### src/rtl/cpu_pkg.sv
// Shared CPU fetch-stage definitions: address width, reset/trap vectors,
// address type and the next-pc source select encoding.
package cpu_pkg;

  localparam int unsigned ADDR_W = 32;

  typedef logic [ADDR_W-1:0] addr_t;

  localparam addr_t RESET_VEC = 32'h0000_0000;
  localparam addr_t TRAP_VEC  = 32'h0000_0100;

  // Next-pc source, listed in priority order (highest first)
  typedef enum logic [2:0] {
    SEL_TRAP,
    SEL_REDIR,
    SEL_RET,
    SEL_UFLOW,
    SEL_HOLD,
    SEL_SEQ
  } next_pc_sel_e;

endpackage

### src/rtl/pc_ras.sv
// Circular return-address stack.
// Ports:
//   clk, rst    clock, asynchronous active-high reset
//   push        write push_data at wp, advance wp (oldest entry lost when full)
//   push_data   return address to store
//   pop         read top entry, retreat wp (caller guarantees non-empty)
//   top         entry at wp-1 (combinational read of registered storage)
//   count       valid entries (registered)
//   empty       count == 0
module pc_ras
  import cpu_pkg::*;
#(
  parameter int unsigned W     = ADDR_W,
  parameter int unsigned DEPTH = 4
) (
  input  logic                           clk,
  input  logic                           rst,
  input  logic                           push,
  input  logic [W-1:0]                   push_data,
  input  logic                           pop,
  output logic [W-1:0]                   top,
  output logic [$clog2(DEPTH+1)-1:0]     count,
  output logic                           empty
);

  localparam int unsigned PTR_W = $clog2(DEPTH);
  localparam int unsigned CNT_W = $clog2(DEPTH+1);

  logic [W-1:0]     mem_q [DEPTH];
  logic [W-1:0]     mem_d [DEPTH];
  logic [PTR_W-1:0] wp_q, wp_d;
  logic [CNT_W-1:0] count_q, count_d;
  logic [PTR_W-1:0] rd_ptr;
  logic             full;

  // DEPTH is a power of two, so pointer arithmetic wraps naturally
  assign rd_ptr = wp_q - PTR_W'(1);
  assign full   = (count_q == CNT_W'(DEPTH));
  assign empty  = (count_q == '0);
  assign top    = mem_q[rd_ptr];
  assign count  = count_q;

  // Pointer / count / storage next-state
  always_comb begin
    mem_d   = mem_q;
    wp_d    = wp_q;
    count_d = count_q;
    if (push) begin
      mem_d[wp_q] = push_data;
      wp_d        = wp_q + PTR_W'(1);
      if (!full) count_d = count_q + CNT_W'(1);
    end else if (pop) begin
      wp_d    = rd_ptr;
      count_d = count_q - CNT_W'(1);
    end
  end

  // Control state
  always_ff @(posedge clk or posedge rst) begin
    if (rst) begin
      wp_q    <= '0;
      count_q <= '0;
    end else begin
      wp_q    <= wp_d;
      count_q <= count_d;
    end
  end

  // Storage contents are don't-care after reset
  always_ff @(posedge clk) begin
    mem_q <= mem_d;
  end

endmodule

### src/rtl/pc_unit.sv
// Fetch-stage program counter with trap vectoring, aligned redirects and a
// return-address stack for call/return.
// Ports:
//   clk, rst        clock, asynchronous active-high reset
//   stall           hold pc (only blocks sequential advance)
//   redirect        taken branch/jump to redirect_addr (aligned to INC)
//   redirect_addr   branch/jump target
//   call            with redirect: push pc_plus onto the RAS
//   ret             pop RAS and jump; empty pop vectors to TRAP_VEC
//   trap            jump to TRAP_VEC, everything else ignored
//   pc              current fetch address (registered)
//   pc_plus         pc + INC (combinational)
//   ras_count       valid RAS entries (registered)
//   ras_underflow   one-cycle pulse after an empty pop (registered)
module pc_unit
  import cpu_pkg::*;
#(
  parameter int unsigned        ADDR_W    = cpu_pkg::ADDR_W,
  parameter int unsigned        INC       = 4,
  parameter logic [ADDR_W-1:0]  RESET_VEC = ADDR_W'(cpu_pkg::RESET_VEC),
  parameter logic [ADDR_W-1:0]  TRAP_VEC  = ADDR_W'(cpu_pkg::TRAP_VEC),
  parameter int unsigned        RAS_DEPTH = 4
) (
  input  logic                             clk,
  input  logic                             rst,
  input  logic                             stall,
  input  logic                             redirect,
  input  logic [ADDR_W-1:0]                redirect_addr,
  input  logic                             call,
  input  logic                             ret,
  input  logic                             trap,
  output logic [ADDR_W-1:0]                pc,
  output logic [ADDR_W-1:0]                pc_plus,
  output logic [$clog2(RAS_DEPTH+1)-1:0]   ras_count,
  output logic                             ras_underflow
);

  logic [ADDR_W-1:0] pc_q, pc_d;
  logic              ras_underflow_q, ras_underflow_d;
  next_pc_sel_e      sel;
  logic              ras_push, ras_pop, ras_empty;
  logic [ADDR_W-1:0] ras_top;
  logic [ADDR_W-1:0] redir_aligned;

  assign pc_plus       = pc_q + ADDR_W'(INC);
  // INC is a power of two: clear the sub-instruction address bits
  assign redir_aligned = redirect_addr & ~ADDR_W'(INC - 1);

  // Next-pc source priority
  always_comb begin
    sel = SEL_SEQ;
    if (trap)                  sel = SEL_TRAP;
    else if (redirect)         sel = SEL_REDIR;
    else if (ret && !ras_empty) sel = SEL_RET;
    else if (ret)              sel = SEL_UFLOW;
    else if (stall)            sel = SEL_HOLD;
  end

  assign ras_push = (sel == SEL_REDIR) && call;
  assign ras_pop  = (sel == SEL_RET);

  // Next pc and underflow flag
  always_comb begin
    pc_d            = pc_plus;
    ras_underflow_d = 1'b0;
    case (sel)
      SEL_TRAP:  pc_d = TRAP_VEC;
      SEL_REDIR: pc_d = redir_aligned;
      SEL_RET:   pc_d = ras_top;
      SEL_UFLOW: begin
        pc_d            = TRAP_VEC;
        ras_underflow_d = 1'b1;
      end
      SEL_HOLD:  pc_d = pc_q;
      default:   pc_d = pc_plus;
    endcase
  end

  always_ff @(posedge clk or posedge rst) begin
    if (rst) begin
      pc_q            <= RESET_VEC;
      ras_underflow_q <= 1'b0;
    end else begin
      pc_q            <= pc_d;
      ras_underflow_q <= ras_underflow_d;
    end
  end

  pc_ras #(
    .W     (ADDR_W),
    .DEPTH (RAS_DEPTH)
  ) u_ras (
    .clk       (clk),
    .rst       (rst),
    .push      (ras_push),
    .push_data (pc_plus),
    .pop       (ras_pop),
    .top       (ras_top),
    .count     (ras_count),
    .empty     (ras_empty)
  );

  assign pc            = pc_q;
  assign ras_underflow = ras_underflow_q;

endmodule
### config.mk
export PLATFORM = sky130hd
export DESIGN_NAME = pc_unit
export DESIGN_NICKNAME = d
export VERILOG_FILES = /design/src/rtl/cpu_pkg.sv /design/src/rtl/pc_ras.sv /design/src/rtl/pc_unit.sv
export SDC_FILE = /design/constraint.sdc
export NUM_CORES = 1
export LEC_CHECK = 0
export ABC_AREA = 1
export BUFFER_PORTS_ARGS = -buffer_cell sky130_fd_sc_hd__buf_4
export CAP_MARGIN = 40
export CORE_ASPECT_RATIO = 0.9
export CORE_MARGIN = 3
export CORE_UTILIZATION = 53
export CTS_CLUSTER_SIZE = 8
export DETAILED_ROUTE_END_ITERATION = 6
export GPL_TIMING_DRIVEN = 0
export PLACE_DENSITY = 0.85
export REMOVE_ABC_BUFFERS = 1
export SETUP_SLACK_MARGIN = 0.4
export SKIP_LAST_GASP = 1
export SLEW_MARGIN = 20
export SYNTH_ARGS = -nofsm -noshare
export SYNTH_HDL_FRONTEND = slang
export SYNTH_SLANG_ARGS = --single-unit
### constraint.sdc
create_clock -name clk -period 2.61 [get_ports clk]
set_input_delay 0.522 -clock clk [delete_from_list [all_inputs] [get_ports clk]]
set_output_delay 0.522 -clock clk [all_outputs]
set_load 0.01 [all_outputs]
==> metrics.txt, run 1 <==
# TYPE chip_impl_metric gauge
chip_impl_info{name="worstPathCellList",value="nand2_2 > nor2_4 > buf_4 > nand2_1 > nor2_2 > nand2_1 > nand2_1 > nand2_2 > buf_4"} 1
chip_impl_info{name="holdCritPathClass",value="in -> async"} 1
chip_impl_info{name="cts_root_buf",value="sky130_fd_sc_hd__clkbuf_16"} 1
chip_impl_info{name="crit_path_frequent_cell",value="sky130_fd_sc_hd__nand2_1"} 1
chip_impl_metric{name="worst_ir_drop_vdd",unit="mV"} 0.594
chip_impl_metric{name="synthToLayoutAreaGrowth",unit="%"} 38.0
chip_impl_metric{name="clk_pin_slew",unit="ns"} 0.08
chip_impl_metric{name="finish.instance_area",unit="sq mm"} 0.0115
chip_impl_metric{name="leakage",unit="uW"} 0.00524
chip_impl_metric{name="regToRegSetupSlack",unit="ns"} 0.36
chip_impl_metric{name="die_w",unit="um"} 138
chip_impl_metric{name="top_level_ports",unit=""} 107
chip_impl_info{name="worstReg2RegStart",value="u_ras.wp_q[0]"} 1
chip_impl_metric{name="antenna_violating_nets_post_route",unit=""} 0
chip_impl_info{name="synth.area.top_cells",value="sky130_fd_sc_hd__edfxtp_1 (46%), sky130_fd_sc_hd__nand2_1 (14%), sky130_fd_sc_hd__dfrtp_1 (11%), sky130_fd_sc_hd__nand3_1 (5.9%), sky130_fd_sc_hd__inv_1 (5.7%)"} 1
chip_impl_info{name="critPathTopFamily",value="simple AND/OR/NAND/NOR gates"} 1
chip_impl_metric{name="syn_inst",unit=""} 976
chip_impl_metric{name="final_max_slew_viol_count",unit=""} 0
chip_impl_metric{name="final_hold_viol_count",unit=""} 0
chip_impl_metric{name="wl",unit="um"} 32000
chip_impl_metric{name="vias",unit=""} 8580
chip_impl_metric{name="initialDrtViolationCount",unit=""} 1475
chip_impl_metric{name="slew-limit-headroom",unit="%"} 44.2
chip_impl_metric{name="power.density",unit="mW/mm^2"} 879
chip_impl_info{name="cell_accounting_for_the_most_synthesized_area",value="sky130_fd_sc_hd__edfxtp_1"} 1
chip_impl_metric{name="tritoncts.num_buffers",unit=""} 17
chip_impl_metric{name="syn_area",unit="sq mm"} 0.00836
chip_impl_info{name="critPathKind",value="reg -> out"} 1
chip_impl_metric{name="worst-path-max-fanout",unit=""} 3
chip_impl_metric{name="nFillCells",unit=""} 832
chip_impl_info{name="timing.critical_path.from_type",value="flip-flop"} 1
chip_impl_metric{name="synth_largest_type_area_fraction",unit="%"} 46.0
chip_impl_metric{name="floorplan.initialDensity",unit="%"} 55.5
chip_impl_metric{name="globalRouteOverflowTotal",unit=""} 0
chip_impl_info{name="timing.critical_path.slowest_stage_cell",value="sky130_fd_sc_hd__dfrtp_2"} 1
chip_impl_metric{name="die_height",unit="um"} 125
chip_impl_metric{name="timing.critical_path.required",unit="ns"} 2.09
chip_impl_metric{name="actual_slew_at_the_worst_max_slew_pin",unit="ns"} 0.834
chip_impl_metric{name="clock_tree.buffer_depth",unit=""} 2
chip_impl_metric{name="synth_sequential_area_ratio",unit="%"} 57.3
chip_impl_metric{name="insertion_delay",unit="ns"} 0.45
chip_impl_metric{name="period_share",unit="%"} 101
chip_impl_metric{name="rows",unit=""} 42
chip_impl_info{name="violations",value="negative setup slack"} 1
chip_impl_metric{name="drt_first_pass_iters",unit=""} 7
chip_impl_metric{name="grt_pass1_vias",unit=""} 7662
chip_impl_metric{name="coreArea",unit="sq mm"} 0.0151
chip_impl_metric{name="syn_area_per_cell",unit="sq um"} 8.57
chip_impl_metric{name="post_route_cells_drive_above_1_share",unit="%"} 32.7
chip_impl_metric{name="postSynthRegisterBits",unit=""} 166
chip_impl_metric{name="synth_cell_types",unit=""} 29
chip_impl_metric{name="placed_area",unit="sq mm"} 0.00943
chip_impl_metric{name="hold_buffers",unit=""} 0
chip_impl_metric{name="max-cap-violations",unit=""} 0
chip_impl_metric{name="max_clock_freq",unit="GHz"} 0.380
chip_impl_info{name="cts_tree",value="done"} 1
chip_impl_metric{name="report.final.setup_viol",unit=""} 1
chip_impl_metric{name="post-route-drc-count",unit=""} 0
chip_impl_metric{name="n_antenna_cell",unit=""} 0
chip_impl_metric{name="cts.sinks",unit=""} 166
chip_impl_metric{name="die-area",unit="sq mm"} 0.0173
chip_impl_info{name="setup_repair_after_global_routing_missed_its_margin",value="true"} 1
chip_impl_info{name="run_status",value="finished with violations"} 1
chip_impl_metric{name="placed_cells_incl_taps",unit=""} 1247
chip_impl_metric{name="place_congestion",unit=""} 0.914
chip_impl_metric{name="critical_path_depth",unit=""} 9
chip_impl_metric{name="worst-r2r-cell-count",unit=""} 8
chip_impl_metric{name="buffer_ports.inserted",unit=""} 104
chip_impl_metric{name="grt_start_max_net_pins",unit=""} 38
chip_impl_info{name="mostFrequentLayoutCells",value="sky130_fd_sc_hd__nand2_1 (281), sky130_fd_sc_hd__buf_4 (175), sky130_fd_sc_hd__edfxtp_1 (128), sky130_fd_sc_hd__inv_1 (123), sky130_fd_sc_hd__nor2_1 (92)"} 1
chip_impl_metric{name="finalNetCount",unit=""} 1215
chip_impl_info{name="mostFrequentLayoutCell",value="sky130_fd_sc_hd__nand2_1"} 1
chip_impl_metric{name="fin_cells",unit=""} 1381
chip_impl_metric{name="grt_antenna_before_repair",unit=""} 0
chip_impl_metric{name="detail_route.vias_per_cell",unit=""} 6.21
chip_impl_metric{name="setup_slack",unit="ns"} -0.0224
chip_impl_metric{name="drt-wirelength-per-cell",unit="um"} 23.2
chip_impl_metric{name="yosysWarningCount",unit=""} 0
chip_impl_metric{name="timing.final.crit_period",unit="ns"} 2.63
chip_impl_metric{name="finalClockSkew",unit="ns"} 0.0245
chip_impl_info{name="timing.critical_path.to_type",value="primary output"} 1
chip_impl_metric{name="cts.htree.levels",unit=""} 4
chip_impl_metric{name="max_stage_delay",unit="ns"} 0.45
chip_impl_metric{name="globalRouteTotalUtil",unit="%"} 30.7
chip_impl_metric{name="timing.critical_path.arrival",unit="ns"} 2.11
chip_impl_metric{name="dpl.hpwl",unit="um"} 14200
chip_impl_metric{name="path_buf_inv",unit=""} 2
chip_impl_info{name="critical_path.reg2reg.endpoint",value="pc[9]"} 1
chip_impl_metric{name="global_route_wire_length_before_repair",unit="um"} 41300
state kept, by name, indices dropped and copies added, names as in the netlist:
register	cells
u_ras.wp_q	2
u_ras.mem_q	128
pc	32
u_ras.count	3
ras_underflow	1
worst register-to-register path, cell delays in order, from the launching register on:
cell                      delay, ns
sky130_fd_sc_hd__dfrtp_4       0.70
sky130_fd_sc_hd__inv_8         0.18
sky130_fd_sc_hd__ha_4          0.40
sky130_fd_sc_hd__buf_8         0.21
sky130_fd_sc_hd__nor2_1        0.10
sky130_fd_sc_hd__o21ai_0       0.18
sky130_fd_sc_hd__nand2_1       0.12
sky130_fd_sc_hd__nand3_1       0.11
sky130_fd_sc_hd__nand4_1       0.12
stage by stage:
step                      setup TNS, ns  utilization (%)  hold WS (ns)  worst slack [ns]  total power, uW
after floorplan                 -166.16                -         0.545             -1.20             5260
after global placement          -468.18             61.0         0.519             -3.37             6270
after detailed placement         -33.05             62.5         0.526            -0.962             6420
after CTS                             0             73.0         0.112             0.264             9430
after global routing            -0.0587             76.5         0.120           -0.0587            10500
final                           -0.0224             76.5         0.101           -0.0224            10100
cell families after synthesis:
logic type | after synthesis | synth area share (%)
buffers and inverters | 171 | 8.26
AND/OR/NAND/NOR | 576 | 28.9
adder cells (fa/ha/maj) | 6 | 0.898
XOR/XNOR | 15 | 1.84
flip-flops | 166 | 57.3
AO/OA/AOI/OAI | 42 | 2.72
metal layers:
metal  routed length [um]  part of all wire [%]  vias to the layer above  track usage (%)
met1                10000                    31                     3849             38.3
met3                 4880                    15                      301             7.67
met2                14400                    45                      957             49.5
li1                     -                     -                     3473                -
met4                 2760                   8.6                        0             16.6
met5                    0                     0                        -                0
report_power, final:
group	leakage [uW]	internal [uW]	switching (uW)	total, uW
combinational	0.00331	1540	2640	4190
clock	0.000275	1410	1050	2460
sequential	0.00165	3190	312	3510
synth_stat cells (all sizes together):
library cell	n
o211ai	1
edfxtp	128
a21oi	3
buf	32
nor2	134
o21ai	29
o22ai	6
and2	4
or2	1
clkbuf	6
nand3b	1
nand3	100
a22oi	3
xnor2	3
xor2	12
inv	133
dfrtp	38
ha	6
nand2	330
nand4	6
final cells by class:
cell class                 count  area, sq um  area share (%)
clock buffer                  27          503            4.36
clock inverter                 5         50.0           0.434
sequential                   166         4820            41.8
inverter                     133          524            4.54
tap                          198          248            2.15
multi-input combinational    639         3500            30.3
timing repair buffer         213         1900            16.5
worst max path at each step:
stage	end	startpoint	slack (ns)
5_1_grt	pc_plus[24]	pc[13]	-0.06
2_1_floorplan	pc[7]	u_ras.wp_q[0]	-1.20
6_report	pc_plus[24]	pc[12]	-0.02
3_5_place_dp	pc[7]	u_ras.wp_q[0]	-0.96
4_1_cts	pc_plus[30]	pc[13]	0.26
3_3_place_gp	pc[7]	u_ras.wp_q[0]	-3.37
timing repair:
| action | in CTS | in global routing |
|---|---|---|
| pin swaps | 58 | 46 |
| setup buffers | 62 | 39 |
| resized for setup | 126 | 62 |
| setup endpoints to repair | 161 | 51 |
(Power assumes the default switching activity.)
==> inputs of run 2 (changes only) <==
--- a/config.mk
+++ b/config.mk
@@ -10,11 +10,11 @@
 export CAP_MARGIN = 40
 export CORE_ASPECT_RATIO = 0.9
 export CORE_MARGIN = 3
-export CORE_UTILIZATION = 53
+export CORE_UTILIZATION = 50
 export CTS_CLUSTER_SIZE = 8
 export DETAILED_ROUTE_END_ITERATION = 6
 export GPL_TIMING_DRIVEN = 0
-export PLACE_DENSITY = 0.85
+export PLACE_DENSITY = 0.81
 export REMOVE_ABC_BUFFERS = 1
 export SETUP_SLACK_MARGIN = 0.4
 export SKIP_LAST_GASP = 1
@@ -22,3 +22,4 @@
 export SYNTH_ARGS = -nofsm -noshare
 export SYNTH_HDL_FRONTEND = slang
 export SYNTH_SLANG_ARGS = --single-unit
+export TNS_END_PERCENT = 1
==> run 2 against run 1 <==
  * The flow now finishes without violations
  * Clock skew is 0.018 ns lower
  * Via count down 14%
  * Combinational power fell by 14%
  * Power fell by 3.5%
  * Global-route usage shrank 4.0 points
  * Critical path type unchanged
  * Largest power group unchanged
==> metrics.txt, run 2 (synthesis results as in run 1) <==
# TYPE chip_impl_metric gauge
chip_impl_metric{name="global_route_wire_length_before_repair",unit="um"} 37200
chip_impl_metric{name="drt-wirelength-per-cell",unit="um"} 18.8
chip_impl_metric{name="finalNetCount",unit=""} 1156
chip_impl_metric{name="globalRouteOverflowTotal",unit=""} 0
chip_impl_info{name="timing.critical_path.to_type",value="primary output"} 1
chip_impl_metric{name="insertion_delay",unit="ns"} 0.44
chip_impl_metric{name="fin_cells",unit=""} 1331
chip_impl_info{name="largest_reg_by_ff_count",value="u_ras.mem_q"} 1
chip_impl_metric{name="switching_component_of_the_power",unit="uW"} 3600
chip_impl_metric{name="worst-path-max-fanout",unit=""} 7
chip_impl_info{name="critPathKind",value="reg -> out"} 1
chip_impl_metric{name="synthToLayoutAreaGrowth",unit="%"} 29.5
chip_impl_metric{name="finish.instance_area",unit="sq mm"} 0.0108
chip_impl_metric{name="finalClockSkew",unit="ns"} 0.00624
chip_impl_metric{name="leakage",unit="uW"} 0.00482
chip_impl_metric{name="cts.sinks",unit=""} 166
chip_impl_metric{name="detail_route.vias_per_cell",unit=""} 5.57
chip_impl_metric{name="n_antenna_cell",unit=""} 0
chip_impl_metric{name="timing.final.crit_period",unit="ns"} 2.50
chip_impl_metric{name="final_max_slew_viol_count",unit=""} 0
chip_impl_info{name="timing.critical_path.slowest_stage_cell",value="sky130_fd_sc_hd__dfrtp_2"} 1
chip_impl_metric{name="grt_pass1_vias",unit=""} 6885
chip_impl_metric{name="p_sw_share",unit="%"} 36.7
chip_impl_metric{name="final_hold_viol_count",unit=""} 0
chip_impl_metric{name="worst-r2r-cell-count",unit=""} 8
chip_impl_info{name="timing.critical_path.from_type",value="flip-flop"} 1
chip_impl_metric{name="initialDrtViolationCount",unit=""} 846
chip_impl_metric{name="grt_start_max_net_pins",unit=""} 38
chip_impl_info{name="mostFrequentLayoutCell",value="sky130_fd_sc_hd__nand2_1"} 1
chip_impl_metric{name="coreArea",unit="sq mm"} 0.0162
chip_impl_metric{name="globalRouteTotalUtil",unit="%"} 26.7
chip_impl_metric{name="buffer_ports.inserted",unit=""} 104
chip_impl_metric{name="max_clock_freq",unit="GHz"} 0.400
chip_impl_metric{name="floorplan.initialDensity",unit="%"} 51.5
chip_impl_metric{name="placement.setup.worst_slack",unit="ns"} -1.03
chip_impl_metric{name="antenna_violating_nets_post_route",unit=""} 0
chip_impl_metric{name="report.final.setup_viol",unit=""} 0
chip_impl_metric{name="placed_area",unit="sq mm"} 0.00946
chip_impl_metric{name="power.density",unit="mW/mm^2"} 905
chip_impl_metric{name="post_route_cells_drive_above_1_share",unit="%"} 26.2
chip_impl_metric{name="max_stage_delay",unit="ns"} 0.45
chip_impl_metric{name="grt_antenna_before_repair",unit=""} 0
chip_impl_metric{name="slew-limit-headroom",unit="%"} 45.4
chip_impl_metric{name="drt_first_pass_iters",unit=""} 6
chip_impl_metric{name="setup_slack",unit="ns"} 0.110
chip_impl_metric{name="worst_ir_drop_vdd",unit="mV"} 0.532
chip_impl_metric{name="largest_register_ff_count",unit=""} 128
chip_impl_metric{name="tritoncts.num_buffers",unit=""} 17
chip_impl_metric{name="max-cap-violations",unit=""} 0
chip_impl_metric{name="cts.htree.levels",unit=""} 4
chip_impl_info{name="holdCritPathClass",value="in -> async"} 1
chip_impl_metric{name="clock_tree.buffer_depth",unit=""} 2
chip_impl_metric{name="utilization",unit="%"} 66.7
chip_impl_metric{name="period_share",unit="%"} 95.8
chip_impl_info{name="cts_root_buf",value="sky130_fd_sc_hd__clkbuf_16"} 1
chip_impl_metric{name="power.sequential.fraction",unit="%"} 35.7
chip_impl_info{name="run_status",value="complete, no violations"} 1
chip_impl_metric{name="hold_buffers",unit=""} 0
chip_impl_metric{name="die_height",unit="um"} 129
chip_impl_metric{name="power.internal",unit="uW"} 6200
chip_impl_info{name="worstPathCellList",value="buf_6 > inv_4 > nor2_4 > nand2_4 > nor2_4 > nand2_2 > nand2_2 > nand2_2 > buf_6"} 1
chip_impl_metric{name="timing.critical_path.required",unit="ns"} 2.09
chip_impl_info{name="worstReg2RegStart",value="u_ras.wp_q[0]"} 1
chip_impl_info{name="critical_path.reg2reg.endpoint",value="pc[12]"} 1
chip_impl_metric{name="placed_cells_incl_taps",unit=""} 1257
chip_impl_metric{name="clock_power_share",unit="%"} 27.6
chip_impl_info{name="cts_tree",value="done"} 1
chip_impl_metric{name="part_of_the_power_in_combinational_logic",unit="%"} 36.8
chip_impl_metric{name="dpl.hpwl",unit="um"} 14300
chip_impl_metric{name="timing.critical_path.arrival",unit="ns"} 1.98
chip_impl_metric{name="place_congestion",unit=""} 0.940
chip_impl_metric{name="die-area",unit="sq mm"} 0.0183
chip_impl_metric{name="top_level_ports",unit=""} 107
chip_impl_metric{name="path_buf_inv",unit=""} 3
chip_impl_metric{name="actual_slew_at_the_worst_max_slew_pin",unit="ns"} 0.816
chip_impl_metric{name="clk_pin_slew",unit="ns"} 0.06
chip_impl_metric{name="regToRegSetupSlack",unit="ns"} 0.27
chip_impl_metric{name="post-route-drc-count",unit=""} 0
chip_impl_info{name="setup_repair_after_global_routing_missed_its_margin",value="true"} 1
chip_impl_info{name="mostFrequentLayoutCells",value="sky130_fd_sc_hd__nand2_1 (301), sky130_fd_sc_hd__buf_4 (139), sky130_fd_sc_hd__edfxtp_1 (128), sky130_fd_sc_hd__inv_1 (127), sky130_fd_sc_hd__nor2_1 (99)"} 1
chip_impl_metric{name="vias",unit=""} 7415
chip_impl_metric{name="wl",unit="um"} 25000
chip_impl_info{name="crit_path_frequent_cell",value="sky130_fd_sc_hd__nand2_2"} 1
chip_impl_metric{name="die_w",unit="um"} 142
chip_impl_metric{name="rows",unit=""} 44
chip_impl_info{name="critPathTopFamily",value="simple AND/OR/NAND/NOR gates"} 1
==> run 2: cell types whose count changed in the layout (fill, tap and decap cells not counted), sizes merged <==
cell,delta
clkinvlp,+5
bufinv,+3
inv,+3
clkbuf,-9
clkinv,-2
buf,-59
==> run 2: repair_timing <==
item | CTS | global route
gates resized for setup | 76 | 28
pin swaps | 22 | 13
buffers inserted | 36 | 5
hold endpoints to repair | 0 | 0
setup endpoints to repair | 169 | 95
==> run 2: power groups by stage <==
stage	registers [uW]	logic (uW)	clock network, uW
after floorplan	3540	1720	0
after global placement	3610	2650	0
after detailed placement	3630	2900	0
after CTS	3460	3480	2690
after global routing	3510	3940	2820
final	3490	3600	2700
==> run 2: how the worst max path moves through the flow <==
stage	start	end	slack [ns]	cells past startpoint
after floorplan	u_ras.wp_q[0]	pc[7]	-1.20	10
after global placement	u_ras.wp_q[0]	pc[7]	-3.32	10
after detailed placement	u_ras.wp_q[0]	pc[11]	-1.03	8
after CTS	pc[3]	pc_plus[30]	0.22	7
after global routing	pc[2]	pc_plus[26]	0.07	9
final	pc[2]	pc_plus[31]	0.11	9
==> run 2: through the flow <==
| step | hold WS, ns | power (uW) | TNS (ns) |
|---|---|---|---|
| after floorplan | 0.545 | 5260 | -166.16 |
| after global placement | 0.508 | 6270 | -462.65 |
| after detailed placement | 0.483 | 6530 | -37.05 |
| after CTS | 0.0260 | 9630 | 0 |
| after global routing | 0.0283 | 10300 | 0 |
| final | 0.0200 | 9800 | 0 |
==> run 2: area by class of cell <==
class,instances,area [sq um]
clock buffers,18,439
clock inverters,14,199
fillers,1125,5410
inverters,133,517
multi-input cells,639,3240
flip-flops and latches,166,4820
well taps,207,259
repair buffers,154,1350
==> run 2: per-layer routing <==
layer | part of all wire (%) | track usage, %
met4 | 5.2 | 11.2
met3 | 11 | 6.91
met5 | 0 | 0
met2 | 47 | 44.5
met1 | 37 | 33.4
